## config.mk

```make
export PLATFORM = sky130hd
export DESIGN_NAME = wb_sram8_ctrl_flat
export DESIGN_NICKNAME = d
export VERILOG_FILES = /design/src/rtl/wb_sram8_ctrl_if.sv /design/src/rtl/wb_sram8_ctrl.sv /design/src/flat_wrapper.sv
export SDC_FILE = /design/constraint.sdc
export NUM_CORES = 1
export LEC_CHECK = 0
export CAP_MARGIN = 30
export CORE_AREA = 4 4 100 102
export DETAILED_ROUTE_END_ITERATION = 10
export DIE_AREA = 0 0 104 106
export PLACE_DENSITY = 0.85
export SLEW_MARGIN = 30
export SYNTH_ARGS = -nofsm -noshare
export SYNTH_HDL_FRONTEND = slang
export SYNTH_SLANG_ARGS = --single-unit
```

## constraint.sdc

```tcl
create_clock -name clk -period 4.5 [get_ports clk]
set_clock_uncertainty 0.15 [all_clocks]
set_input_delay 0.45 -clock clk [delete_from_list [all_inputs] [get_ports clk]]
set_output_delay 0.45 -clock clk [all_outputs]
set_load 0.02 [all_outputs]
```

## src/rtl/wb_sram8_ctrl_if.sv

```systemverilog
// wb_sram8_ctrl_if: Wishbone classic bus between the m68k bridge (master) and the SRAM controller (slave)
interface wb_sram8_ctrl_if;
  logic        wbs_cyc_i;
  logic        wbs_stb_i;
  logic        wbs_we_i;
  logic [3:0]  wbs_sel_i;
  logic [31:0] wbs_adr_i;
  logic [31:0] wbs_dat_i;
  logic        wbs_ack_o;
  logic [31:0] wbs_dat_o;
  modport master (output wbs_cyc_i, wbs_stb_i, wbs_we_i, wbs_sel_i, wbs_adr_i, wbs_dat_i,
                  input  wbs_ack_o, wbs_dat_o);
  modport slave  (input  wbs_cyc_i, wbs_stb_i, wbs_we_i, wbs_sel_i, wbs_adr_i, wbs_dat_i,
                  output wbs_ack_o, wbs_dat_o);
endinterface

```

## src/rtl/wb_sram8_ctrl.sv

```systemverilog
// wb_sram8_ctrl: splits 32-bit Wishbone accesses into byte-serial cycles on an 8-bit async SRAM
module wb_sram8_ctrl #(
  parameter int ADDR_W      = 17,
  parameter int WAIT_CYCLES = 2
) (
  input  logic              clk,
  input  logic              rst_n,
  wb_sram8_ctrl_if.slave    wb,
  output logic [ADDR_W-1:0] sram_addr,
  output logic [7:0]        sram_dq_o,
  output logic              sram_dq_oe,
  input  logic [7:0]        sram_dq_i,
  output logic              sram_ce_b,
  output logic              sram_oe_b,
  output logic              sram_we_b
);
  typedef enum logic [2:0] {IDLE, SETUP, ACCESS, HOLD, ACK} state_t;
  localparam logic [3:0] W_LAST = 4'(WAIT_CYCLES);

  state_t            state_q, state_d;
  logic [ADDR_W-3:0] adr_q, adr_d;
  logic [31:0]       dat_q, dat_d, rbuf_q, rbuf_d;
  logic [3:0]        pend_q, pend_d, wcnt_q, wcnt_d;
  logic [1:0]        lane_q, lane_d;
  logic              we_q, we_d, abort_q, abort_d, busy;
  logic              unused_adr;

  function automatic logic [1:0] low_lane(input logic [3:0] m);
    return m[0] ? 2'd0 : m[1] ? 2'd1 : m[2] ? 2'd2 : 2'd3;
  endfunction

  always_comb begin
    state_d = state_q;
    adr_d   = adr_q;
    dat_d   = dat_q;
    rbuf_d  = rbuf_q;
    pend_d  = pend_q;
    wcnt_d  = wcnt_q;
    lane_d  = lane_q;
    we_d    = we_q;
    abort_d = abort_q;
    unique case (state_q)
      IDLE: if (wb.wbs_cyc_i && wb.wbs_stb_i) begin
        adr_d   = wb.wbs_adr_i[ADDR_W-1:2];
        dat_d   = wb.wbs_dat_i;
        we_d    = wb.wbs_we_i;
        pend_d  = wb.wbs_sel_i;
        lane_d  = low_lane(wb.wbs_sel_i);
        rbuf_d  = '0;
        abort_d = 1'b0;
        state_d = |wb.wbs_sel_i ? SETUP : ACK;
      end
      SETUP: begin
        wcnt_d  = '0;
        abort_d = abort_q | ~wb.wbs_cyc_i;
        state_d = ACCESS;
      end
      ACCESS: begin
        abort_d = abort_q | ~wb.wbs_cyc_i;
        wcnt_d  = wcnt_q + 4'd1;
        if (wcnt_q == W_LAST) begin
          state_d = HOLD;
          if (!we_q) rbuf_d[{lane_q, 3'b000} +: 8] = sram_dq_i;
        end
      end
      HOLD: begin
        pend_d  = pend_q & ~(4'b0001 << lane_q);
        lane_d  = |pend_d ? low_lane(pend_d) : lane_q;
        state_d = abort_q ? IDLE : |pend_d ? SETUP : ACK;
      end
      ACK: state_d = IDLE;
      default: state_d = IDLE;
    endcase
  end

  always_ff @(posedge clk) begin
    if (!rst_n) begin
      state_q <= IDLE;
      adr_q   <= '0;
      dat_q   <= '0;
      rbuf_q  <= '0;
      pend_q  <= '0;
      wcnt_q  <= '0;
      lane_q  <= '0;
      we_q    <= 1'b0;
      abort_q <= 1'b0;
    end else begin
      state_q <= state_d;
      adr_q   <= adr_d;
      dat_q   <= dat_d;
      rbuf_q  <= rbuf_d;
      pend_q  <= pend_d;
      wcnt_q  <= wcnt_d;
      lane_q  <= lane_d;
      we_q    <= we_d;
      abort_q <= abort_d;
    end
  end

  // ce_b and write data stay asserted from SETUP through HOLD so the strobe edges never race them
  assign busy          = state_q inside {SETUP, ACCESS, HOLD};
  assign sram_ce_b     = ~busy;
  assign sram_we_b     = ~(state_q == ACCESS && we_q);
  assign sram_oe_b     = ~(state_q == ACCESS && !we_q);
  assign sram_dq_oe    = busy && we_q;
  assign sram_addr     = {adr_q, lane_q};
  assign sram_dq_o     = dat_q[{lane_q, 3'b000} +: 8];
  assign wb.wbs_ack_o  = state_q == ACK;
  assign wb.wbs_dat_o  = state_q == ACK ? rbuf_q : '0;
  assign unused_adr    = ^{wb.wbs_adr_i[31:ADDR_W], wb.wbs_adr_i[1:0]};
endmodule
```

## src/flat_wrapper.sv

```systemverilog
// flat-port wrapper written by rule: the top's interface ports become plain ports
module wb_sram8_ctrl_flat 
#(
  parameter int ADDR_W      = 17,
  parameter int WAIT_CYCLES = 2
)
  (clk, rst_n, sram_addr, sram_dq_o, sram_dq_oe, sram_dq_i, sram_ce_b, sram_oe_b, sram_we_b, wb_wbs_cyc_i, wb_wbs_stb_i, wb_wbs_we_i, wb_wbs_sel_i, wb_wbs_adr_i, wb_wbs_dat_i, wb_wbs_ack_o, wb_wbs_dat_o);
  wb_sram8_ctrl_if wb_i ();
  input  logic clk;
  input  logic rst_n;
  output logic [ADDR_W-1:0] sram_addr;
  output logic [7:0] sram_dq_o;
  output logic sram_dq_oe;
  input  logic [7:0] sram_dq_i;
  output logic sram_ce_b;
  output logic sram_oe_b;
  output logic sram_we_b;
  input wire logic [$bits(wb_i.wbs_cyc_i)-1:0] wb_wbs_cyc_i;
  input wire logic [$bits(wb_i.wbs_stb_i)-1:0] wb_wbs_stb_i;
  input wire logic [$bits(wb_i.wbs_we_i)-1:0] wb_wbs_we_i;
  input wire logic [$bits(wb_i.wbs_sel_i)-1:0] wb_wbs_sel_i;
  input wire logic [$bits(wb_i.wbs_adr_i)-1:0] wb_wbs_adr_i;
  input wire logic [$bits(wb_i.wbs_dat_i)-1:0] wb_wbs_dat_i;
  output wire logic [$bits(wb_i.wbs_ack_o)-1:0] wb_wbs_ack_o;
  output wire logic [$bits(wb_i.wbs_dat_o)-1:0] wb_wbs_dat_o;
  assign wb_i.wbs_cyc_i = wb_wbs_cyc_i;
  assign wb_i.wbs_stb_i = wb_wbs_stb_i;
  assign wb_i.wbs_we_i = wb_wbs_we_i;
  assign wb_i.wbs_sel_i = wb_wbs_sel_i;
  assign wb_i.wbs_adr_i = wb_wbs_adr_i;
  assign wb_i.wbs_dat_i = wb_wbs_dat_i;
  assign wb_wbs_ack_o = wb_i.wbs_ack_o;
  assign wb_wbs_dat_o = wb_i.wbs_dat_o;
  wb_sram8_ctrl #(.ADDR_W(ADDR_W), .WAIT_CYCLES(WAIT_CYCLES)) u_core (.clk(clk), .rst_n(rst_n), .wb(wb_i), .sram_addr(sram_addr), .sram_dq_o(sram_dq_o), .sram_dq_oe(sram_dq_oe), .sram_dq_i(sram_dq_i), .sram_ce_b(sram_ce_b), .sram_oe_b(sram_oe_b), .sram_we_b(sram_we_b));
endmodule
```

==> summary.txt <==
STA
  • Fmax: between 300 and 400 MHz
  • Final Hold Viols: 0
  • Worst slew pin tran: ~900 ps
  • Setup_tns: 0 ps
  • Period utilization: 68.15%
  • Final min period: 3067 ps
  • Slew Limit Fails: 0
  • Final setup fails: 0
  • RSZ-0062 raised after global routing: false
  • Setup WS post-layout: approximately 1400 ps
  • Slew HR: 38.90%

CTS
  • Cts hold-fix bufs: 0
  • Clock slew at reported path FFs: ~90 ps
  • Clk root buf: clkbuf_8
  • Latest clock arrival within the worst-skew pair: ~350 ps
  • CTS buffer count: 9
  • Post-CTS setup buffer count: 0
  • Clock Sinks: 94
  • Max Root-Sink Buffers: 2
  • Post_cts resized: 0
  • CTS tree: done
  • H-tree Lvls: 3

Layout
  • # nets final: between 700 and 800
  • Area delta synth->final: 30.95%
  • Filler Cells Inserted: 770
  • Post-route cell area: around 6000 sq um
  • Area taken by multi-input logic gates: approximately 2500 sq um
  • Diode count: 0
  • Register area: between 1500 and 2000 sq um
  • Layout cells sized above 1: around 5.7%

Route
  • Drt first pass iters: 4
  • Via/cell ratio: ~5.5
  • Post-Route WL: about 12 mm
  • Routed length per instance: between 15 and 20 um
  • Via count: 4061
  • Drt drc: 0
  • Post-route ant nets: 0
  • Drt initial violations: about 220

Floorplan
  • Die width: between 100 and 150 um
  • Initial Util: 50.23%
  • Die area: ~11000 sq um
  • FP Rows: 35
  • Core Area: 9109 sq um
  • Die height: approximately 110 um
  • I/O pin count: about 140

Yosys
  • Post-synth ARST share: 0%
  • Yosys cell types: 48
  • Post-synthesis cell count: 528
  • Synth Flop Type: dfxtp_1
  • Synth Cell Area: roughly 4600 sq um
  • Post-synthesis register bit count: between 90 and 100
  • Post-synthesis sequential area ratio: approximately 41%
  • Number of flops mapped to enable cells by yosys: 0
  • Yosys warns: 0
  • Avg Inst Size Synth: 8.666 sq um
  • Post-Syn Nets: slightly above 600

Place
  • Placement Cell Area: slightly below 6000 sq um
  • Final RePlAce weighted congestion: between 0.8 and 0.9
  • DP Wirelength: 8.254 mm
  • Worst slack, placed: roughly 1600 ps
  • Port Buf Inserts: 125

Setup path
  • WP data required: about 3900 ps
  • Reg2Reg Depth: 6
  • WS Path Type: reg -> out
  • Worst setup EP type: output pin
  • WP data arrival: 2470 ps
  • Startpoint types: flop
  • Critical-path maximum fanout: 17

Global routing
  • First-pass GRT wire length: around 19 mm
  • Largest net degree at the start of global routing: 57
  • Vias in the first global route: 3983
  • Total gr overflow: 0
  • Gr usage total: 20.88%
  • Initial antenna violation count: 0

Flow run
  • Max cap viols: 0

Power and ir drop
  • P_leak: 2.215 nW
  • Power density over cell area: 305.7 nW/um^2
  • Max IR drop VDD: roughly 0.20 mV

Hold path
  • Hold Path Depth: 2
  • Worst hold-check path type: reg -> reg

Status
  • Status: complete, no violations
-- cells by family after synthesis --
logic type      Yosys count  share of synthesized area (%)
xor+xnor                  1                         0.1914
fa+ha+maj                 7                          1.914
mux                      41                          11.16
buf+inv                  50                          5.359
simple gates            252                          26.85
compound gates           83                          13.40
flops                    94                          41.13
-- layout make-up --
cell class	count	share of cell area, %
Inverter	7	0.4385
Clock buffer	9	2.067
Multi-Input combinational cell	384	40.91
Clock inverter	6	1.545
Sequential cell	94	31.43
Timing Repair Buffer	129	21.30
Tap cell	111	2.318
-- cells in the mapped netlist (2+ instances only) --
library cell	number	share of area, %
nand2_1	138	11
a21boi_0	53	8.7
nor2_1	14	1.1
a22oi_1	2	0.33
o21ai_0	7	0.77
o31ai_1	2	0.33
ha_1	7	1.9
inv_1	7	0.57
nor3_1	2	0.22
and3_1	33	4.5
and2_1	5	0.68
a21oi_1	4	0.44
mux4_2	8	3.9
clkbuf_1	26	2.1
buf_2	10	1.1
mux2i_1	33	7.2
nor4b_4	2	1.0
or3_1	3	0.41
dfxtp_1	94	41
and3b_1	2	0.38
o21a_1	4	0.66
nand2b_1	3	0.41
nand3_1	34	3.7
buf_6	6	1.5
nor2b_1	6	0.82
-- state kept, by name, summed over array words and instances, names as in the netlist --
register / cells
u_core.we_q: 1
u_core.pend_q: 4
u_core.wcnt_q: 4
u_core.adr_q: 15
u_core.dat_q: 32
u_core.abort_q: 1
u_core.rbuf_q: 32
u_core.state_q: 3
u_core.lane_q: 2
-- cell usage in the layout, fill, tap and decap left out, types with 2 or more instances in the layout --
cell	Yosys	layout
a21boi_0	53	53
a21oi_1	4	4
a22oi_1	2	2
and2_1	5	4
and3_1	33	33
and3b_1	2	2
buf_4	0	4
bufinv_16	0	2
clkbuf_8	0	9
clkdlybuf4s50_1	0	124
clkinvlp_4	0	2
dfxtp_1	94	93
ha_1	7	7
inv_1	7	7
inv_6	0	2
mux2i_1	33	33
mux4_2	8	8
nand2_1	138	138
nand2b_1	3	3
nand3_1	34	34
nor2_1	14	14
nor2b_1	6	6
nor3_1	2	2
nor4b_4	2	2
o21a_1	4	4
o21ai_0	7	7
o31ai_1	2	2
or3_1	3	3
-- per-stage QoR --
step                std cells  hold slack, ps  power, mW  util, %
finish                    740           308.3      1.832    65.78
global route              740           330.5      1.912    65.78
CTS                       740           310.3      1.846    65.77
detailed placement        725           297.3      1.234    63.39
global placement          725           289.4      1.223    63.38
floorplan                 528           280.3      1.106        -
-- where the power goes --
| group | total [mW] | leakage (nW) | switching, mW | internal, mW |
|---|---|---|---|---|
| Combinational | 0.318 | 1.35 | 0.163 | 0.154 |
| Clock | 0.615 | 0.102 | 0.301 | 0.314 |
| Sequential | 0.899 | 0.764 | 0.0349 | 0.864 |
| Total | 1.83 | 2.22 | 0.499 | 1.33 |
-- critical path, stage by stage (launching register included) --
cell and delay, ps:
dfxtp_1 920, mux4_2 630, clkdlybuf4s50_1 560
-- metal layers --
metal / track usage (%) / up-vias / part of all wire, %
met5: 0 / - / 0
met4: 7.407 / 0 / 1.6
met3: 3.947 / 17 / 5.2
met2: 36.63 / 109 / 51
met1: 25.66 / 1926 / 42
li1: - / 2009 / -
-- worst paths after layout --
check,from,endpoint,slack [ps]
worst max-delay path,u_core.lane_q[0],sram_dq_o[1],1430
worst min-delay path,u_core.rbuf_q[20],u_core.rbuf_q[20],310
worst max register to register,u_core.lane_q[0],u_core.rbuf_q[1],1660
worst min register to register,u_core.rbuf_q[20],u_core.rbuf_q[20],310
Power figures use the tool's default switching activity.
